===== config.mk =====
export PLATFORM = sky130hd
export DESIGN_NAME = sc_levelsequencer_flat
export DESIGN_NICKNAME = d
export VERILOG_FILES = /design/src/rtl/sc_levelsequencer_if.sv /design/src/rtl/sc_levelsequencer.sv /design/src/flat_wrapper.sv
export SDC_FILE = /design/constraint.sdc
export NUM_CORES = 1
export LEC_CHECK = 0
export BUFFER_PORTS_ARGS = -buffer_cell sky130_fd_sc_hd__buf_2
export CAP_MARGIN = 0
export CORE_UTILIZATION = 40
export CTS_CLUSTER_DIAMETER = 100
export DETAILED_ROUTE_END_ITERATION = 8
export PLACE_DENSITY_LB_ADDON = 0.05
export SLEW_MARGIN = 20
export SYNTH_ARGS = -nofsm -noshare
export SYNTH_HDL_FRONTEND = slang
export SYNTH_SLANG_ARGS = --single-unit

===== constraint.sdc =====
create_clock -name SC_LEVELSEQ_CLOCK_50 -period 5.3 [get_ports SC_LEVELSEQ_CLOCK_50]
set_clock_uncertainty 0.05 [all_clocks]
set_input_delay 0 -clock SC_LEVELSEQ_CLOCK_50 [delete_from_list [all_inputs] [get_ports SC_LEVELSEQ_CLOCK_50]]
set_output_delay 0 -clock SC_LEVELSEQ_CLOCK_50 [all_outputs]
set_load 0.05 [all_outputs]

===== src/rtl/sc_levelsequencer_if.sv =====
// Level sequencer signal bundle: game state and advance strobe in, level and flags out.
// Pure wiring, no storage and no latency of its own.
// No backpressure: the strobe is fire-and-forget and the outputs are level signals.
interface sc_levelsequencer_if #(
  parameter int LEVEL_WIDTH = 3
);
  logic [1:0]             SC_LEVELSEQ_CurrentState_InBus;
  logic                   SC_LEVELSEQ_CountSignal_InLow;
  logic [LEVEL_WIDTH-1:0] SC_LEVELSEQ_Data_OutBus;
  logic                   SC_LEVELSEQ_LevelUp_OutHigh;
  logic                   SC_LEVELSEQ_MaxLevel_OutHigh;
  logic                   SC_LEVELSEQ_Busy_OutHigh;

  // Game logic side: drives state and strobe, consumes level and flags.
  modport master (
    output SC_LEVELSEQ_CurrentState_InBus,
    output SC_LEVELSEQ_CountSignal_InLow,
    input  SC_LEVELSEQ_Data_OutBus,
    input  SC_LEVELSEQ_LevelUp_OutHigh,
    input  SC_LEVELSEQ_MaxLevel_OutHigh,
    input  SC_LEVELSEQ_Busy_OutHigh
  );

  // Sequencer side.
  modport slave (
    input  SC_LEVELSEQ_CurrentState_InBus,
    input  SC_LEVELSEQ_CountSignal_InLow,
    output SC_LEVELSEQ_Data_OutBus,
    output SC_LEVELSEQ_LevelUp_OutHigh,
    output SC_LEVELSEQ_MaxLevel_OutHigh,
    output SC_LEVELSEQ_Busy_OutHigh
  );
endinterface


===== src/rtl/sc_levelsequencer.sv =====
// Level register for the game: follows game state, counts debounced falling edges of the advance strobe.
// Strobe-to-level latency is 3 clock edges (2-stage synchroniser + edge register); reset clears asynchronously.
// No backpressure: strobes arriving during hold-off, at saturation or outside START are dropped, never queued.
module sc_levelsequencer #(
  parameter int LEVEL_WIDTH    = 3,
  parameter int START_LEVEL    = 1,
  parameter int MAX_LEVEL      = 6,
  parameter int END_LEVEL      = 7,
  parameter int WRAP_MODE      = 0,
  parameter int HOLDOFF_CYCLES = 4,
  parameter int HOLDOFF_WIDTH  = 8
) (
  input logic                 SC_LEVELSEQ_CLOCK_50,
  input logic                 SC_LEVELSEQ_RESET_InLow,
  sc_levelsequencer_if.slave  bus
);

  typedef enum logic [1:0] {
    GAME_WAIT   = 2'd0,
    GAME_START  = 2'd1,
    GAME_END    = 2'd2,
    GAME_WAIT_1 = 2'd3
  } gameState_t;

  localparam logic [LEVEL_WIDTH-1:0]   START_LVL = LEVEL_WIDTH'(START_LEVEL);
  localparam logic [LEVEL_WIDTH-1:0]   MAX_LVL   = LEVEL_WIDTH'(MAX_LEVEL);
  localparam logic [LEVEL_WIDTH-1:0]   END_LVL   = LEVEL_WIDTH'(END_LEVEL);
  localparam logic [LEVEL_WIDTH-1:0]   LVL_ONE   = LEVEL_WIDTH'(1);
  localparam logic [HOLDOFF_WIDTH-1:0] HOLD_LOAD = HOLDOFF_WIDTH'(HOLDOFF_CYCLES);
  localparam logic [HOLDOFF_WIDTH-1:0] HOLD_ONE  = HOLDOFF_WIDTH'(1);

  gameState_t               gameState;
  logic                     syncS1;
  logic                     syncS2;
  logic                     edgeS3;
  logic                     strobeEvent;
  logic [LEVEL_WIDTH-1:0]   levelReg;
  logic                     levelUpReg;
  logic [HOLDOFF_WIDTH-1:0] holdCount;

  assign gameState   = gameState_t'(bus.SC_LEVELSEQ_CurrentState_InBus);
  // A falling edge of the (synchronised) active-low strobe: previous sample high, current low.
  assign strobeEvent = edgeS3 & ~syncS2;

  // Two-flop synchroniser plus edge register; all idle high so reset never fakes an edge.
  always_ff @(posedge SC_LEVELSEQ_CLOCK_50 or negedge SC_LEVELSEQ_RESET_InLow) begin
    if (!SC_LEVELSEQ_RESET_InLow) begin
      syncS1 <= 1'b1;
      syncS2 <= 1'b1;
      edgeS3 <= 1'b1;
    end else begin
      syncS1 <= bus.SC_LEVELSEQ_CountSignal_InLow;
      syncS2 <= syncS1;
      edgeS3 <= syncS2;
    end
  end

  // Level, level-up pulse and hold-off timer, driven by the current game state.
  always_ff @(posedge SC_LEVELSEQ_CLOCK_50 or negedge SC_LEVELSEQ_RESET_InLow) begin
    if (!SC_LEVELSEQ_RESET_InLow) begin
      levelReg   <= '0;
      levelUpReg <= 1'b0;
      holdCount  <= '0;
    end else begin
      levelUpReg <= 1'b0;
      unique case (gameState)
        GAME_WAIT: begin
          levelReg  <= '0;
          holdCount <= '0;
        end
        GAME_WAIT_1: begin
          levelReg  <= START_LVL;
          holdCount <= '0;
        end
        GAME_END: begin
          levelReg  <= END_LVL;
          holdCount <= '0;
        end
        GAME_START: begin
          if (strobeEvent && (holdCount == '0)) begin
            // A level above MAX (e.g. arriving from END) behaves exactly like sitting at MAX.
            if (levelReg < MAX_LVL) begin
              levelReg   <= levelReg + LVL_ONE;
              levelUpReg <= 1'b1;
              holdCount  <= HOLD_LOAD;
            end else if (WRAP_MODE != 0) begin
              levelReg   <= START_LVL;
              levelUpReg <= 1'b1;
              holdCount  <= HOLD_LOAD;
            end
          end else if (holdCount != '0) begin
            holdCount <= holdCount - HOLD_ONE;
          end
        end
        default: begin
          levelReg  <= '0;
          holdCount <= '0;
        end
      endcase
    end
  end

  assign bus.SC_LEVELSEQ_Data_OutBus      = levelReg;
  assign bus.SC_LEVELSEQ_LevelUp_OutHigh  = levelUpReg;
  assign bus.SC_LEVELSEQ_MaxLevel_OutHigh = (levelReg >= MAX_LVL);
  assign bus.SC_LEVELSEQ_Busy_OutHigh     = (holdCount != '0);

endmodule


===== src/flat_wrapper.sv =====
// flat-port wrapper written by rule: the top's interface ports become plain ports
module sc_levelsequencer_flat 
#(
  parameter int LEVEL_WIDTH    = 3,
  parameter int START_LEVEL    = 1,
  parameter int MAX_LEVEL      = 6,
  parameter int END_LEVEL      = 7,
  parameter int WRAP_MODE      = 0,
  parameter int HOLDOFF_CYCLES = 4,
  parameter int HOLDOFF_WIDTH  = 8
)
  (SC_LEVELSEQ_CLOCK_50, SC_LEVELSEQ_RESET_InLow, bus_SC_LEVELSEQ_CurrentState_InBus, bus_SC_LEVELSEQ_CountSignal_InLow, bus_SC_LEVELSEQ_Data_OutBus, bus_SC_LEVELSEQ_LevelUp_OutHigh, bus_SC_LEVELSEQ_MaxLevel_OutHigh, bus_SC_LEVELSEQ_Busy_OutHigh);
  sc_levelsequencer_if #(.LEVEL_WIDTH(LEVEL_WIDTH)) bus_i ();
  input logic SC_LEVELSEQ_CLOCK_50;
  input logic SC_LEVELSEQ_RESET_InLow;
  input wire logic [$bits(bus_i.SC_LEVELSEQ_CurrentState_InBus)-1:0] bus_SC_LEVELSEQ_CurrentState_InBus;
  input wire logic [$bits(bus_i.SC_LEVELSEQ_CountSignal_InLow)-1:0] bus_SC_LEVELSEQ_CountSignal_InLow;
  output wire logic [$bits(bus_i.SC_LEVELSEQ_Data_OutBus)-1:0] bus_SC_LEVELSEQ_Data_OutBus;
  output wire logic [$bits(bus_i.SC_LEVELSEQ_LevelUp_OutHigh)-1:0] bus_SC_LEVELSEQ_LevelUp_OutHigh;
  output wire logic [$bits(bus_i.SC_LEVELSEQ_MaxLevel_OutHigh)-1:0] bus_SC_LEVELSEQ_MaxLevel_OutHigh;
  output wire logic [$bits(bus_i.SC_LEVELSEQ_Busy_OutHigh)-1:0] bus_SC_LEVELSEQ_Busy_OutHigh;
  assign bus_i.SC_LEVELSEQ_CurrentState_InBus = bus_SC_LEVELSEQ_CurrentState_InBus;
  assign bus_i.SC_LEVELSEQ_CountSignal_InLow = bus_SC_LEVELSEQ_CountSignal_InLow;
  assign bus_SC_LEVELSEQ_Data_OutBus = bus_i.SC_LEVELSEQ_Data_OutBus;
  assign bus_SC_LEVELSEQ_LevelUp_OutHigh = bus_i.SC_LEVELSEQ_LevelUp_OutHigh;
  assign bus_SC_LEVELSEQ_MaxLevel_OutHigh = bus_i.SC_LEVELSEQ_MaxLevel_OutHigh;
  assign bus_SC_LEVELSEQ_Busy_OutHigh = bus_i.SC_LEVELSEQ_Busy_OutHigh;
  sc_levelsequencer #(.LEVEL_WIDTH(LEVEL_WIDTH), .START_LEVEL(START_LEVEL), .MAX_LEVEL(MAX_LEVEL), .END_LEVEL(END_LEVEL), .WRAP_MODE(WRAP_MODE), .HOLDOFF_CYCLES(HOLDOFF_CYCLES), .HOLDOFF_WIDTH(HOLDOFF_WIDTH)) u_core (.SC_LEVELSEQ_CLOCK_50(SC_LEVELSEQ_CLOCK_50), .SC_LEVELSEQ_RESET_InLow(SC_LEVELSEQ_RESET_InLow), .bus(bus_i));
endmodule

==> out/qor.yml <==
power_per_cell_area_mw_per_mm2: 687
dpl_cell_area_um2: 845
cp-end-kind: "flop"
synth_top_family_by_area: "simple AND/OR/NAND/NOR gates"
intPower_w: 0.000325
whs_ns: 0.0861
fp.dieH_um: 45.9
tns_ns: 0
p_leak_nw: 0.438
pin_count: 11
start_kind: "flop"
post_cts_resize_count: 0
core-area_mm2: 0.00176
netlist_instances: 73
port_buffers: 10
drt_iter0_markers: 13
grt.overflow.total: 0
yosys.area_share.xor_xnor_pct: 3.40
clk_pin_slew_ns: 0.09
combPwrFrac_pct: 60.4
dp_hpwl_um: 989
drive_gt1_share_pct: 24.4
rsz0062_at_grt: "false"
synthArstFlopShare_pct: 100
place.gp.congestion: 0.766
netSwitchingPower_w: 0.000308
num_vias: 586
clock_latency_ns: 0.28
wire_per_inst_um: 12.1
yosys.area_share.simple_pct: 26.7
setup_violations: 0
synthAdderAreaFrac_pct: 4.86
nNetsFinal: 99
n_antenna_cell: 0
area_delta_synth_final_pct: 19.4
dr_wl_met2_um: 627
dpl.cell_count: 106
ys.flop_type: "dfrtp_1"
synth_fp_nets: 81
slew_headroom_pct: 76.5
fin_total_pwr_w: 0.000633
max_freq_mhz: 453
drv_slew: 0
cts_buffers: 3
final_cells: 115
critical_path_arrival_ns: 2.33
crit_type: "flop to flop"
die_w_um: 45.9
via_per_inst: 5.10
cap_violations: 0
rows: 15
cts.sinks: 15
wl_met3_um: 70
synth_cell_types: 33
ant_nets: 0
layout_min_cycle_time_ns: 2.21
grt_start_max_net_pins: 16
r2r_cells: 7
critical_path_required_ns: 5.42
syn_area_um2: 772
hold_viol_final: 0
start_util_pct: 43.8
drc: 0
nFillCells: 171
seq_area_frac_synth_pct: 49.1
final_cell_area_um2: 922
syn_area_per_cell_um2: 10.6
worst_pin_slew_ns: 0.352
htree_num_levels: 1
grt_pass1_wl_um: 2340
topRoutingLayerUsed: "met4"
synth_edf_count: 0
grt_use_total_pct: 16.2
crit_fanout: 7
status: "complete, no violations"
ys_seq_elements: 15
power_frac_clock_pct: 10.3
drt-met1-wl_um: 671
cts_tree: "yes"
drt_wl_total_um: 1390
ys_warn_count: 0
first_pass_iters: 4
timing.final.crit_share_pct: 41.6
swShare_pct: 48.6
grt_pass1_vias: 569
die_area_mm2: 0.00211
p_seq_share_pct: 29.3
root_buffer: "clkbuf_4"
ir_drop_mv: 0.348
antenna_found_initial: 0
cts_buffer_depth: 2
synth-compound-area-share_pct: 9.56
hold_class: "input pin to async pin"
muxShareOfSynthArea_pct: 2.76
-- what timing repair did --
action                    in CTS  in global routing
buffers inserted               0                  0
hold buffers                   5                  0
hold endpoints to repair      19                  0
-- layer usage --
layer	global-route usage, %	vias up
met1	21.4	277
met4	8.82	0
met2	23.7	19
met3	4.76	4
li1	-	286
met5	0	-
-- power groups by stage --
stage                     sequential [W]   clock, W  combinational [W]
after floorplan                 0.000197          0           0.000309
after global placement          0.000187          0           0.000378
after detailed placement        0.000187          0           0.000376
after CTS                       0.000186  0.0000677           0.000382
after global routing            0.000191  0.0000737           0.000413
final                           0.000185  0.0000652           0.000383
-- flip-flops by register name (all words and copies together), names as in the netlist --
signal                                  cells
u_core.holdCount                            8
u_core.bus.SC_LEVELSEQ_Data_OutBus          3
u_core.syncS1                               1
u_core.edgeS3                               1
u_core.syncS2                               1
u_core.bus.SC_LEVELSEQ_LevelUp_OutHigh      1
-- Yosys cell counts (all sizes together) (2+ instances only) --
cell type	count	area [µm²]
nand3	3	15.0
inv	5	18.8
dfstp	3	78.8
and3	2	12.5
ha	3	37.5
a211oi	2	15.0
o21a	2	15.0
xnor2	2	17.5
nand2b	2	12.5
nor2	9	33.8
nor3b	2	26.3
nand2	5	18.8
a21oi	3	15.0
nor4	2	27.5
dfrtp	12	300
-- worst max-delay path: stages (launching register included) --
cell	delay, ns
dfrtp_1	0.43
inv_1	0.07
ha_1	0.17
nor3b_4	0.31
nand4_2	0.19
xnor2_1	0.17
a21o_1	0.17
dlygate4sd3_1	0.54
-- placed cells by master, fill, tap and decap left out, types with 2 or more instances in the layout --
cell type | netlist | layout
dfstp_2 | 3 | 3
dlygate4sd3_1 | 0 | 5
a21oi_1 | 3 | 3
inv_1 | 5 | 5
a211oi_1 | 2 | 2
nor2_1 | 9 | 9
ha_1 | 3 | 3
nand3_1 | 3 | 3
dfrtp_1 | 12 | 12
o21a_1 | 2 | 2
nand2b_1 | 2 | 2
nand2_1 | 5 | 5
and3_1 | 2 | 2
xnor2_1 | 2 | 2
buf_2 | 1 | 10
clkbuf_4 | 0 | 3
-- path summary, 6_finish.rpt --
path,startpoint,slack (ns),endpoint
hold / removal,SC_LEVELSEQ_RESET_InLow,0.09,u_core.holdCount[6]
max in group asynchronous,SC_LEVELSEQ_RESET_InLow,4.82,u_core.edgeS3
min in group SC_LEVELSEQ_CLOCK_50,bus_SC_LEVELSEQ_CountSignal_InLow,0.30,u_core.syncS1
setup / recovery,u_core.holdCount[0],3.09,u_core.bus.SC_LEVELSEQ_Data_OutBus[0]
setup reg to reg,u_core.holdCount[0],3.09,u_core.bus.SC_LEVELSEQ_Data_OutBus[0]
hold reg to reg,u_core.syncS1,0.31,u_core.syncS2
-- cells by family after synthesis --
family                     after synthesis
DFF                                     15
and+or+nand+nor                         32
xor gates and xnor gates                 3
AOI/OAI and AO/OA                       11
muxes                                    2
adders and majority gates                3
buffers and inverters                    7
-- per-stage QoR --
| stage | setup WS [ns] | utilization [%] |
|---|---|---|
| finish | 3.09 | 52.3 |
| global route | 2.98 | 52.3 |
| CTS | 3.10 | 52.3 |
| detailed placement | 3.45 | 47.9 |
| floorplan | 3.47 | - |
| global placement | 3.51 | 47.9 |
-- final cells by class --
| class | count | area (µm²) | share of cell area [%] |
|---|---|---|---|
| inverters | 5 | 18.8 | 2.04 |
| clock inverters | 1 | 5.00 | 0.543 |
| repair buffers | 15 | 100 | 10.9 |
| clock buffers | 3 | 22.5 | 2.44 |
| flip-flops and latches | 15 | 379 | 41.1 |
| multi-input cells | 51 | 365 | 39.6 |
| well taps | 25 | 31.3 | 3.39 |
No activity file was read; power rests on OpenSTA's default activity.
